[src/rtl/decode_stage.sv]
// Instruction decode stage: register file, main decoder, load-use hazard detect and ID/EX register.
// Optional same-cycle writeback bypass on the read ports: define DECODE_WB_BYPASS_EN.
module decode_stage (
    input  logic        clk,
    input  logic        reset,
    input  logic [31:0] if_instr,
    input  logic [31:0] if_pc4,
    input  logic        if_valid,
    input  logic        ex_memread,
    input  logic [4:0]  ex_rt,
    input  logic        flush,
    input  logic        wb_regwrite,
    input  logic [4:0]  wb_addr,
    input  logic [31:0] wb_data,
    output logic        stall,
    output logic [31:0] idex_rd1,
    output logic [31:0] idex_rd2,
    output logic [31:0] idex_imm,
    output logic [31:0] idex_pc4,
    output logic [4:0]  idex_rt,
    output logic [4:0]  idex_rd,
    output logic        idex_RegDst,
    output logic        idex_ALUSrc,
    output logic        idex_Branch,
    output logic        idex_MemRead,
    output logic        idex_MemWrite,
    output logic        idex_RegWrite,
    output logic        idex_MemtoReg,
    output logic [1:0]  idex_ALUctrl,
    output logic        idex_illegal
);

    logic [5:0]  opcode;
    logic [5:0]  funct;
    logic [4:0]  rs;
    logic [4:0]  rt;
    logic [4:0]  rd;
    logic [31:0] imm;
    logic        unused_shamt;

    assign opcode       = if_instr[31:26];
    assign rs           = if_instr[25:21];
    assign rt           = if_instr[20:16];
    assign rd           = if_instr[15:11];
    assign funct        = if_instr[5:0];
    assign imm          = {{16{if_instr[15]}}, if_instr[15:0]};
    assign unused_shamt = ^if_instr[10:6];

    logic [31:0] regs [32];
    logic [31:0] rd1;
    logic [31:0] rd2;

    always_comb begin
        rd1 = (rs == 5'd0) ? 32'd0 : regs[rs];
        rd2 = (rt == 5'd0) ? 32'd0 : regs[rt];
`ifdef DECODE_WB_BYPASS_EN
        if (wb_regwrite && wb_addr != 5'd0 && wb_addr == rs) begin
            rd1 = wb_data;
        end
        if (wb_regwrite && wb_addr != 5'd0 && wb_addr == rt) begin
            rd2 = wb_data;
        end
`endif
    end

    always_ff @(posedge clk) begin
        if (reset) begin
            for (int i = 0; i < 32; i++) begin
                regs[i] <= 32'd0;
            end
        end else if (wb_regwrite && wb_addr != 5'd0) begin
            regs[wb_addr] <= wb_data;
        end
    end

    // Load-use hazard; a taken-branch flush kills the instruction anyway.
    assign stall = !reset && !flush && if_valid && ex_memread &&
                   (ex_rt != 5'd0) && (ex_rt == rs || ex_rt == rt);

    logic       is_add;
    logic       is_sub;
    logic       is_lw;
    logic       is_sw;
    logic       is_addi;
    logic       is_beq;
    logic       c_regdst;
    logic       c_alusrc;
    logic       c_branch;
    logic       c_memread;
    logic       c_memwrite;
    logic       c_regwrite;
    logic       c_memtoreg;
    logic [1:0] c_aluctrl;
    logic       c_illegal;
    logic       bubble;

    assign is_add  = (opcode == 6'b000000) && (funct == 6'b100000);
    assign is_sub  = (opcode == 6'b000000) && (funct == 6'b100010);
    assign is_lw   = (opcode == 6'b100011);
    assign is_sw   = (opcode == 6'b101011);
    assign is_addi = (opcode == 6'b001000);
    assign is_beq  = (opcode == 6'b000100);

    always_comb begin
        c_regdst   = 1'b0;
        c_alusrc   = 1'b0;
        c_branch   = 1'b0;
        c_memread  = 1'b0;
        c_memwrite = 1'b0;
        c_regwrite = 1'b0;
        c_memtoreg = 1'b0;
        c_aluctrl  = 2'b00;
        c_illegal  = 1'b0;
        unique case (1'b1)
            is_add: begin
                c_aluctrl  = 2'b01;
                c_regdst   = 1'b1;
                c_regwrite = 1'b1;
            end
            is_sub: begin
                c_aluctrl  = 2'b10;
                c_regdst   = 1'b1;
                c_regwrite = 1'b1;
            end
            is_lw: begin
                c_aluctrl  = 2'b01;
                c_alusrc   = 1'b1;
                c_memread  = 1'b1;
                c_regwrite = 1'b1;
                c_memtoreg = 1'b1;
            end
            is_sw: begin
                c_aluctrl  = 2'b01;
                c_alusrc   = 1'b1;
                c_memwrite = 1'b1;
            end
            is_addi: begin
                c_aluctrl  = 2'b01;
                c_alusrc   = 1'b1;
                c_regwrite = 1'b1;
            end
            is_beq: begin
                c_aluctrl  = 2'b00;
                c_branch   = 1'b1;
            end
            default: begin
                c_illegal  = 1'b1;
            end
        endcase
    end

    assign bubble = flush || stall || !if_valid;

    always_ff @(posedge clk) begin
        if (reset) begin
            idex_rd1      <= 32'd0;
            idex_rd2      <= 32'd0;
            idex_imm      <= 32'd0;
            idex_pc4      <= 32'd0;
            idex_rt       <= 5'd0;
            idex_rd       <= 5'd0;
            idex_RegDst   <= 1'b0;
            idex_ALUSrc   <= 1'b0;
            idex_Branch   <= 1'b0;
            idex_MemRead  <= 1'b0;
            idex_MemWrite <= 1'b0;
            idex_RegWrite <= 1'b0;
            idex_MemtoReg <= 1'b0;
            idex_ALUctrl  <= 2'b00;
            idex_illegal  <= 1'b0;
        end else begin
            idex_rd1 <= rd1;
            idex_rd2 <= rd2;
            idex_imm <= imm;
            idex_pc4 <= if_pc4;
            idex_rt  <= rt;
            idex_rd  <= rd;
            if (bubble) begin
                idex_RegDst   <= 1'b0;
                idex_ALUSrc   <= 1'b0;
                idex_Branch   <= 1'b0;
                idex_MemRead  <= 1'b0;
                idex_MemWrite <= 1'b0;
                idex_RegWrite <= 1'b0;
                idex_MemtoReg <= 1'b0;
                idex_ALUctrl  <= 2'b00;
                idex_illegal  <= 1'b0;
            end else begin
                idex_RegDst   <= c_regdst;
                idex_ALUSrc   <= c_alusrc;
                idex_Branch   <= c_branch;
                idex_MemRead  <= c_memread;
                idex_MemWrite <= c_memwrite;
                idex_RegWrite <= c_regwrite;
                idex_MemtoReg <= c_memtoreg;
                idex_ALUctrl  <= c_aluctrl;
                idex_illegal  <= c_illegal;
            end
        end
    end

endmodule
[config.mk]
export PLATFORM = sky130hd
export DESIGN_NAME = decode_stage
export DESIGN_NICKNAME = d
export VERILOG_FILES = /design/src/rtl/decode_stage.sv
export SDC_FILE = /design/constraint.sdc
export NUM_CORES = 2
export LEC_CHECK = 0
export CAP_MARGIN = 20
export CORE_MARGIN = 2
export CORE_UTILIZATION = 55
export DETAILED_ROUTE_END_ITERATION = 10
export PLACE_DENSITY = 0.83
export SETUP_SLACK_MARGIN = 0.05
export SYNTH_ARGS = -nofsm -noshare
export SYNTH_HDL_FRONTEND = slang
export SYNTH_SLANG_ARGS = --single-unit
[constraint.sdc]
create_clock -name clk -period 2.47 [get_ports clk]
set_input_delay 0.494 -clock clk [delete_from_list [all_inputs] [get_ports clk]]
set_output_delay 0.494 -clock clk [all_outputs]
set_load 0.01 [all_outputs]
==> results by group <==
Outcome
  – Result of the run: completed

CTS
  – Clock latency of the later-clocked register in the worst-skew pair: 0.72 ns
  – H-Tree Depth: 3
  – Clk pin slew, worst setup/hold paths: approximately 0.06 ns
  – Root cell of the clock tree: sky130_fd_sc_hd__clkbuf_16
  – Clock buffer depth: 3
  – Clock sink total: 1150
  – Number of buffers inserted for hold repair after clock tree synthesis: 0
  – TritonCTS buffer count: between 100 and 150
  – Post-CTS Setup Inserts: 0
  – TritonCTS clock tree: yes

Die
  – Effective utilization at floorplan: 0.554
  – Die outline width: 327 um
  – Total Die Area: approximately 110000 sq um
  – Std-Cell Rows: 118
  – Core footprint: a little over 100000 sq um
  – Vertical die dimension: 327 um
  – IO Count: between 200 and 300

Setup path
  – Data arrival time of the critical path: 1.90 ns
  – Startpoint class of the critical path: primary input
  – Critical Path End Type: output port
  – Required time worst endpoint: a little under 2 ns
  – Crit Path Category: primary input to output port
  – Longest individual stage delay on the worst path: 0.55 ns
  – Critical-path cell with the highest stage delay: sky130_fd_sc_hd__or4_4
  – Highest fanout seen on the critical path: 3
  – Ordered list of cells on the worst path: clkdlybuf4s15_2 > or4_4 > nor2_4 > buf_6 > nor3b_2 > and2_4 > buf_6
  – Worst path most repeated cell: sky130_fd_sc_hd__buf_6

Flow run
  – Max Cap Violations: 0

Timing
  – Worst Slack Setup Final: 0.0793 ns
  – Number of slew-limit violations in the final report: 0
  – Relative slew slack: 0.478
  – Slew at the pin closest to its max-slew limit: 0.782 ns
  – Final worst path period share: 0.968
  – Number of hold violations in the final report: 0
  – RSZ-0062 raised after global routing: true
  – Final setup vio count: 0
  – Maximum clock frequency: approximately 420 MHz
  – Worst hold slack after final layout: 0.289 ns
  – Final setup TNS: 0 ns
  – Worst clock skew on the final layout: 0.0337 ns
  – Min Clock Period, post-route: 2.39 ns

Yosys
  – Part of the Yosys area used for sequential elements: 0.579
  – Compound-Gate Fraction of Synth Area: 0.0391
  – Adder-Cell Fraction of Synth Area: 0
  – Yosys synthesis warning count: 0
  – Mapped Area: 57500 sq um
  – Largest area contributor in the netlist: sky130_fd_sc_hd__edfxtp_1
  – Largest cells by area after synthesis: sky130_fd_sc_hd__edfxtp_1, sky130_fd_sc_hd__mux4_2, sky130_fd_sc_hd__and2_1
  – Xor-xnor portion of the synthesized cell area: 0.00152
  – Post-synthesis simple-gate area fraction: 0.127
  – Mean cell area of the mapped netlist: 15.4 sq um
  – Share of Yosys cell area claimed by the top area cell type: 0.535
  – EDFF count, synth: 1024
  – Number of synthesized register bits: approximately 1200
  – Count of distinct cell types in the synthesized netlist: 51
  – Predominant post-synthesis flop cell: sky130_fd_sc_hd__edfxtp_1
  – Top post-synthesis cells by count: sky130_fd_sc_hd__edfxtp_1, sky130_fd_sc_hd__and2_1, sky130_fd_sc_hd__mux4_2
  – Most instantiated library cell after synthesis: sky130_fd_sc_hd__edfxtp_1
  – Largest family of logic cells by synthesized area: multiplexers
  – Fraction of synthesis flops using an asynchronous set or reset pin: 0
  – Syn Inst Count: 3740
  – Mux share of post-synthesis cell area: 0.220

Place
  – # port buffers: 260
  – Post-Place Cells: 5417
  – Final weighted congestion in routability-driven placement: 0.939
  – Post-placement setup slack: -0.840 ns
  – Instance area at placement: between 60000 and 70000 sq um
  – DP HPWL: 124 mm

GRT
  – Global-route wire length before repair: roughly 270 mm
  – Maximum number of pins on one net before global-route repair: 81
  – Global route total overflow: 0
  – Total GRT Usage: 0.354
  – Number of antenna violations at the first check in global routing: 14
  – Number of global-route vias before repair: 40100

Pwr
  – Post-layout power: roughly 47 mW
  – Combinational fraction of design power: 0.125
  – Share of power burned in the clock network: 0.392
  – Leakage power summed over all cells: 24.9 nW
  – Internal power component: about 36 mW
  – Reported net switching power: roughly 11 mW
  – Part of the power in registers: 0.482
  – Fraction of power spent switching nets: 0.240
  – Peak supply drop: 0.554 mV
  – Power Dens Cells: a little under 700 nW/um^2

Detailed routing
  – Total vias in the final route: 39200
  – Violation count after the first detailed-route iteration: about 6300
  – Final routed wirelength across all metal layers: ~190 mm
  – Via-to-Cell Ratio: 6.94
  – Total DRC errors in the routed layout: 0
  – First-pass detailed-route iteration total: 8
  – Routed wire per std cell: between 30 and 40 um
  – Remaining antenna violation count: 0

Cells and area
  – Final standard cell utilization of the core: 0.667
  – Nets@finish: approximately 4300
  – Final non-filler cell area: 69200 sq um
  – Fillers: approximately 6600
  – Area grow syn2layout: 20.4%
  – Layout cell share with drive strength beyond 1: 0.270
  – Non-filler cells, final: between 5000 and 6000

Hold path
  – Worst hold path class: primary input to flop
power groups by stage:
| stage | Sequential [mW] | Clock (mW) | Combinational, mW |
|---|---|---|---|
| 4_1_cts | 22.9 | 18.6 | 5.81 |
| 6_report | 22.9 | 18.6 | 5.95 |
| 3_5_place_dp | 23.2 | 0 | 5.75 |
| 3_3_place_gp | 23.2 | 0 | 5.65 |
| 2_1_floorplan | 23.1 | 0 | 3.07 |
| 5_1_grt | 23.0 | 19.3 | 6.08 |
placed cells by master, fill, tap and decap left out, drive strengths merged, types with 5 or more instances in the layout:
cell           Yosys  final
o221ai            63     63
conb               1     32
inv                2      7
or2               31     31
nand2              8      8
nor3              35     35
nor2b             54     54
dfxtp            126    126
diode              0      7
xnor2             10     10
mux2i            254    254
o22a              32     32
a211oi            36     36
or3b               5      5
and2             995    995
nand3b             6      6
clkdlybuf4s50      0    243
clkinv             0     37
edfxtp          1024   1024
bufinv             0     14
buf              123    429
nor2              39     39
clkbuf           291    162
a2111oi           35     35
o22ai             33     33
a22o              63     63
mux4             449    449
state kept, by name, indices dropped and copies added (netlist names):
register and cells:
idex_ALUSrc 1, idex_RegWrite 1, idex_rd2 32, idex_illegal 1, idex_imm 16, regs 1024
idex_MemtoReg 1, idex_RegDst 1, idex_MemWrite 1, idex_pc4 32, idex_rt 5, idex_rd1 32
idex_Branch 1, idex_ALUctrl 2
routing by layer:
metal | track usage | wire length (um) | vias to the layer above
li1 | - | - | 15200
met1 | 0.450 | 61700 | 19400
met2 | 0.539 | 86500 | 3726
met3 | 0.114 | 29100 | 904
met4 | 0.202 | 12900 | 10
met5 | 0 | 60 | -
kinds of logic (layout without fill, tap and decap cells):
logic type             Yosys count  in the layout
multiplexers                   703            703
other                            1             39
AO/OA/AOI/OAI                  271            271
AND/OR/NAND/NOR               1189           1189
XOR/XNOR                        10             10
flip-flops                    1150           1150
buffers and inverters          416            899
repair_timing:
item,CTS,global route
endpoints found under the setup margin,19,3
gates cloned,0,0
gates resized for setup,24,4
hold endpoints to repair,0,0
pin swaps,4,4
worst max-delay path: cells and delay by family:
kind | cells | cell delay (ns)
buf+inv | 3 | 0.46
simple gates | 4 | 0.94
cell type report:
type                            instances  area (sq um)  area share
Sequential cell                      1150         33300       0.481
Multi-Input combinational cell       2205         22700       0.328
Timing Repair Buffer                  680          7400       0.107
Clock buffer                          161          3370      0.0487
Tap cell                             1380          1730      0.0250
Clock inverter                         56           671     0.00970
Antenna cell                            7          17.5    0.000253
Inverter                                2          7.51    0.000109
worst paths after layout:
path | startpoint | end | slack, ns | depth (start not counted)
max | ex_rt[2] | stall | 0.08 | 7
min | reset | idex_ALUctrl[0]$_SDFF_PP0_ | 0.29 | 4
max reg2reg | regs[11][30]$_SDFFCE_PN0P_ | idex_rd2[30]$_SDFF_PP0_ | 0.24 | 5
min reg2reg | regs[19][5]$_SDFFCE_PN0P_ | idex_rd2[5]$_SDFF_PP0_ | 0.81 | 3
(Power assumes the default switching activity.)
